<file path="config.mk">
export PLATFORM = sky130hd
export DESIGN_NAME = conv_mac_pipe
export DESIGN_NICKNAME = d
export VERILOG_FILES = /design/src/rtl/conv_pkg.sv /design/src/rtl/mac_window_sum.sv /design/src/rtl/conv_mac_pipe.sv
export SDC_FILE = /design/constraint.sdc
export NUM_CORES = 1
export LEC_CHECK = 0
export BUFFER_PORTS_ARGS = -buffer_cell sky130_fd_sc_hd__buf_4
export CELL_PAD_IN_SITES_DETAIL_PLACEMENT = 0
export CELL_PAD_IN_SITES_GLOBAL_PLACEMENT = 1
export CORE_ASPECT_RATIO = 1.4
export CORE_MARGIN = 2
export CORE_UTILIZATION = 51
export DETAILED_ROUTE_END_ITERATION = 16
export PLACE_DENSITY_LB_ADDON = 0.15
export SLEW_MARGIN = 20
export SYNTH_ARGS = -nofsm -noshare
export SYNTH_HDL_FRONTEND = slang
export SYNTH_HIERARCHICAL = 1
export SYNTH_SLANG_ARGS = --single-unit
</file>
<file path="constraint.sdc">
create_clock -name clk_i -period 41.1 [get_ports clk_i]
set_clock_uncertainty 0.2 [all_clocks]
set_input_delay 4.11 -clock clk_i [delete_from_list [all_inputs] [get_ports clk_i]]
set_output_delay 4.11 -clock clk_i [all_outputs]
set_load 0.01 [all_outputs]
</file>
<file path="src/rtl/conv_pkg.sv">
// Shared helpers for the conv MAC datapath: accumulator sizing and output
// post-processing (ReLU, saturation) on a wide signed working type.
package conv_pkg;

    localparam int WideWidth = 64;

    typedef logic signed [WideWidth-1:0] wide_t;

    // Wide enough that KernelArea*InChannels products plus one bias cannot overflow.
    function automatic int acc_width(input int kernel_area, input int width_in,
                                     input int weight_width, input int bias_width,
                                     input int in_channels);
        int prod_w;
        int base_w;
        prod_w = weight_width + width_in + 1;
        base_w = (prod_w > bias_width) ? prod_w : bias_width;
        return base_w + $clog2(kernel_area * in_channels + 1) + 1;
    endfunction

    function automatic wide_t relu(input wide_t v);
        return (v < 0) ? '0 : v;
    endfunction

    function automatic wide_t saturate(input wide_t v, input int width);
        wide_t hi;
        wide_t lo;
        hi = (64'sd1 <<< (width - 1)) - 64'sd1;
        lo = -(64'sd1 <<< (width - 1));
        if (v > hi) return hi;
        if (v < lo) return lo;
        return v;
    endfunction

    function automatic wide_t post(input wide_t v, input int width,
                                   input bit relu_en, input bit sat_en);
        wide_t r;
        r = relu_en ? relu(v) : v;
        return sat_en ? saturate(r, width) : r;
    endfunction

endpackage

</file>
<file path="src/rtl/mac_window_sum.sv">
// Combinational dot product of one kernel window against its weights.
// A 2-bit pixel width means binary pixels: the weight is added when the pixel is non-zero.
module mac_window_sum #(
    parameter int KernelWidth = 3,
    parameter int WidthIn     = 2,
    parameter int WeightWidth = 2,
    parameter int AccWidth    = 24
) (
    input  logic [KernelWidth*KernelWidth*WidthIn-1:0]     window,
    input  logic [KernelWidth*KernelWidth*WeightWidth-1:0] weights,
    output logic signed [AccWidth-1:0]                     sum
);

    localparam int KernelArea = KernelWidth * KernelWidth;

    logic [WidthIn-1:0]            pix;
    logic [WeightWidth-1:0]        wt;
    logic signed [AccWidth-1:0]    wt_ext;
    logic signed [AccWidth-1:0]    pix_ext;

    always_comb begin
        sum     = '0;
        pix     = '0;
        wt      = '0;
        wt_ext  = '0;
        pix_ext = '0;
        for (int i = 0; i < KernelArea; i++) begin
            pix     = window[i*WidthIn +: WidthIn];
            wt      = weights[i*WeightWidth +: WeightWidth];
            wt_ext  = {{(AccWidth-WeightWidth){wt[WeightWidth-1]}}, wt};
            pix_ext = {{(AccWidth-WidthIn){1'b0}}, pix};
            if (WidthIn == 2) begin
                if (pix != '0) sum = sum + wt_ext;
            end else begin
                sum = sum + wt_ext * pix_ext;
            end
        end
    end

endmodule

</file>
<file path="src/rtl/conv_mac_pipe.sv">
// Two-stage multi-channel kernel MAC: window dot product + bias into stage 1,
// channel accumulation and ReLU/saturation into the output register.
module conv_mac_pipe
    import conv_pkg::*;
#(
    parameter int KernelWidth = 3,
    parameter int WidthIn     = 2,
    parameter int WeightWidth = 2,
    parameter int WidthOut    = 16,
    parameter int InChannels  = 1,
    parameter int BiasWidth   = 16,
    parameter int ReluEn      = 0,
    parameter int SaturateEn  = 1
) (
    input  logic                                            clk_i,
    input  logic                                            rst_i,
    input  logic                                            valid_i,
    output logic                                            ready_o,
    input  logic [KernelWidth*KernelWidth*WidthIn-1:0]      window_i,
    input  logic [KernelWidth*KernelWidth*WeightWidth-1:0]  weights_i,
    input  logic [BiasWidth-1:0]                            bias_i,
    output logic                                            valid_o,
    input  logic                                            ready_i,
    output logic [WidthOut-1:0]                             data_o,
    output logic                                            last_o
);

    localparam int KernelArea = KernelWidth * KernelWidth;
    localparam int AccWidth   = acc_width(KernelArea, WidthIn, WeightWidth, BiasWidth, InChannels);
    localparam int ChWidth    = (InChannels > 1) ? $clog2(InChannels) : 1;
    localparam logic [ChWidth-1:0] LastCh = ChWidth'(InChannels - 1);

    logic                       stall;
    logic                       accept;
    logic [ChWidth-1:0]         ch;
    logic signed [AccWidth-1:0] window_sum;
    logic signed [AccWidth-1:0] bias_ext;
    logic signed [AccWidth-1:0] partial;
    logic signed [AccWidth-1:0] total;
    wide_t                      total_wide;

    logic                       s1_valid;
    logic                       s1_first;
    logic                       s1_last;
    logic signed [AccWidth-1:0] s1_partial;
    logic signed [AccWidth-1:0] acc;

    mac_window_sum #(
        .KernelWidth (KernelWidth),
        .WidthIn     (WidthIn),
        .WeightWidth (WeightWidth),
        .AccWidth    (AccWidth)
    ) u_window_sum (
        .window  (window_i),
        .weights (weights_i),
        .sum     (window_sum)
    );

    // Any unconsumed result freezes the whole pipe, so nothing in flight is ever dropped.
    assign ready_o = !(valid_o && !ready_i);
    assign stall   = !ready_o;
    assign accept  = valid_i && ready_o;
    assign last_o  = 1'b1;

    assign bias_ext   = {{(AccWidth-BiasWidth){bias_i[BiasWidth-1]}}, bias_i};
    assign partial    = window_sum + ((ch == '0) ? bias_ext : '0);
    assign total      = (s1_first ? '0 : acc) + s1_partial;
    assign total_wide = {{(WideWidth-AccWidth){total[AccWidth-1]}}, total};

    always_ff @(posedge clk_i) begin
        if (rst_i) begin
            ch <= '0;
        end else if (accept) begin
            ch <= (ch == LastCh) ? '0 : ch + 1'b1;
        end
    end

    always_ff @(posedge clk_i) begin
        if (rst_i) begin
            s1_valid   <= 1'b0;
            s1_first   <= 1'b0;
            s1_last    <= 1'b0;
            s1_partial <= '0;
            acc        <= '0;
            valid_o    <= 1'b0;
            data_o     <= '0;
        end else if (!stall) begin
            s1_valid <= accept;
            if (accept) begin
                s1_partial <= partial;
                s1_first   <= (ch == '0);
                s1_last    <= (ch == LastCh);
            end
            valid_o <= s1_valid && s1_last;
            if (s1_valid) begin
                if (s1_last) begin
                    data_o <= WidthOut'(post(total_wide, WidthOut, ReluEn != 0, SaturateEn != 0));
                    acc    <= '0;
                end else begin
                    acc <= total;
                end
            end
        end
    end

endmodule

</file>
==> impl_results.md <==
- Final core occ: 56.0%
- Post-synthesis mux area share: 5.20%
- Core Region: approximately 24000 µm²
- Fin crit period: 17810 ps
- Worst EP required: 41160 ps
- CP Capture Point: s1_partial[20]$_SDFFE_PP0P_
- Hpwl dp: 29800 µm
- # clock sinks: 61
- GRT Residual Overflow: 0
- Skew-Pair Late Insertion Delay: approximately 330 ps
- Crit. Startpoint: window_i[1]
- CP dominant cell by count: ha_1
- Reg2reg end: data_o[5]$_SDFFE_PP0P_
- Fill cell count: 2421
- Synth cell types: 82
- Crit-path max cell delay: slightly below 600 ps
- Synth top area cells: ha_1, dfxtp_1, a21oi_1, xnor2_1, nor2_1
- R2r worst-path depth: 13
- XOR/XNOR share of the synthesized area: 9.56%
- Post-synth EDFFs: 0
- TritonRoute pass-1 iters: 5
- Synth async-reset ratio: 0%
- Largest area contributor in the netlist: ha_1
- Yosys warning total: 6
- Maximum operating frequency: 56.1 MHz
- Vias in the first global route: 12100
- Maxcap violations: 0
- Post-route worst setup slack: 23290 ps
- Worst path arrival time: 17870 ps
- WS Path Type: in2reg
- Quantity of I/O buffers inserted on ports: 73
- Final-report max-slew violation count: 0
- WL/cell: approximately 18 µm
- Startpoint class of the critical path: input pin
- TritonCTS buffer count: 9
- Syn Nets: around 1900
- Die ar.: ~25000 µm²
- Setup WS pre-CTS: 23130 ps
- Synth top area share: 17.8%
- R2R Path Start: s1_last$_SDFFE_PP0P_
- Slew HR: between 40% and 50%
- Area Growth Syn to Fin: 8.29%
- Synthesized cell area: roughly 12000 µm²
- Largest family of logic cells by synthesized area: compound AO/OA/AOI/OAI gates
- Clock transition at path regs: approximately 50 ps
- DRC viols: 0
- Commonest non-fill, non-tap cell in the layout: nor2_1
- Htree depth: 3
- Inst Count DP: 2017
- Routed vias: 12200
- WL met3: approximately 740 µm
- Share of layout cells above drive strength 1: 10.4%
- First-pass GRT wire length: between 50000 and 60000 µm
- Cells after synthesis: approximately 1700
- Status: finished clean
- Hold_buf cts: 0
- Avg Cell Area, Syn: 7.33 µm²
- Uppermost layer routed: met4
- Die H: 188 µm
- Most frequent cells in the layout: nor2_1, ha_1, a21oi_1, nand2_1, xnor2_1
- CP Capture Type: register
- Final Cycle Share: 43.3%
- Final setup vio count: 0
- Setup TNS after final layout: 0 ps
- Final WL: about 37000 µm
- Met2 WL post-DR: between 15000 and 20000 µm
- Flops & latches, synth: 61
- Metal-1 WL: 14100 µm
- Max FO, Critical Path: 14
- Synth Flop Type: dfxtp_1
- Initial DRC count: a little over 600
- Final hold violations: 0
- Largest net degree at the start of global routing: 78
- Row count: 67
- Die W: 135 µm
- Post-CTS Resized: 0
- IO Pins: 75
- Final RePlAce weighted congestion: 0.925
- Worst R2R Setup Slack: 36660 ps
- Detail Route Antenna Nets: 0
- Compound-cell area share of the yosys netlist: 29.3%
- Slowest cell on crit path: ha_1
- Via-per-instance ratio: roughly 6.0
- Setup bufs post-CTS: 0
- Critical path depth: 63
- Hold Startpoint: acc[20]$_SDFFE_PP0P_
- Worst-Margin Slew: 855 ps
- Seq/Total Area, Yosys: 9.92%
- Synth Area in Adders: 20.2%
- Initial core utilization: 51.7%
- # nets final: 1964
- Unrepaired setup endpoints after global routing: false
- Antenna Diode Count: 0
- Synth Area in Simple Gates: 20.8%
- Worst min-delay path category: reg2reg
- CTS root buffer: clkbuf_16
- Non-filler cells in the finished layout: 2033
- Initial antenna violation count: 0
- CP delay by family, top: compound AO/OA/AOI/OAI gates
- GRT Overall Usage: 28.8%
- Clock tree buffer depth: 2
- Buf/Inv on CP: 6
- Clock tree from TritonCTS: yes
==> worst min path at each step <==
stage | endpoint | slack (ps) | cells past startpoint
6_report | acc[20]$_SDFFE_PP0P_ | 260 | 2
5_1_grt | acc[20]$_SDFFE_PP0P_ | 290 | 2
4_1_cts | acc[20]$_SDFFE_PP0P_ | 260 | 2
3_5_place_dp | acc[20]$_SDFFE_PP0P_ | 250 | 2
3_3_place_gp | acc[20]$_SDFFE_PP0P_ | 240 | 2
2_1_floorplan | acc[20]$_SDFFE_PP0P_ | 230 | 2
==> worst register-to-register path: cells and delay by family (launching register included) <==
family | cells | cell delay, ps
AOI/OAI and AO/OA | 8 | 2090
buffers and inverters | 2 | 380
and+or+nand+nor | 2 | 800
adders and majority gates | 1 | 290
DFF | 1 | 550
==> synthesized netlist by cell type (all sizes together), types with 4 or more instances <==
master     n
ha       175
a221o      4
or3       13
o211ai    10
a21boi     5
mux2      45
dfxtp     61
o21ai    103
nor2b     33
clkbuf    48
mux2i     13
a211o      7
o21a      32
and3      17
o2111ai    5
xor2      31
nor3b      4
nor2     178
a22oi     16
or2       16
nand4     10
a31o       5
nor3      41
buf        8
a31oi     20
a21o      61
o31a       9
o311ai     5
o32ai     14
a211oi    22
nand3     26
o31ai     14
inv       87
o21bai    19
fa        15
o41ai      5
nand2b    26
nand3b     4
nor4       7
xnor2    100
nand2    138
a21oi    176
and2      18
==> state kept, by name, summed over array words and instances, names as in the netlist <==
signal	cells
s1_partial	21
valid_o	1
acc	21
s1_valid	1
data_o	16
s1_last	1
==> per-layer routing <==
metal | vias up | track usage [%]
met5 | - | 0
met4 | 0 | 15.6
met3 | 89 | 1.97
met2 | 214 | 56.2
met1 | 5669 | 29.8
li1 | 6184 | -
==> cells by family after synthesis <==
kind of cell,count (synthesis)
xor+xnor,132
other cells,1
fa+ha+maj,190
flops,61
buf+inv,143
mux,58
simple gates,542
compound gates,553
==> layout make-up <==
type	instances	area, µm²	share of cell area [%]
clock buffer	12	246	1.85
sequential	61	1220	9.16
timing repair buffer	83	623	4.67
inverter	87	327	2.45
clock inverter	4	47.5	0.357
multi-input combinational	1476	10500	78.6
tap	310	388	2.91
==> metrics by stage <==
stage	area [µm²]	hold WS, ps
detailed placement	13000	254
CTS	13300	261
global route	13300	289
finish	13300	257
floorplan	12300	232
global placement	13000	240
Power is left out: the tool's default activity adds up to more than one toggle a clock period on the data nets, which glitch-free logic cannot reach.
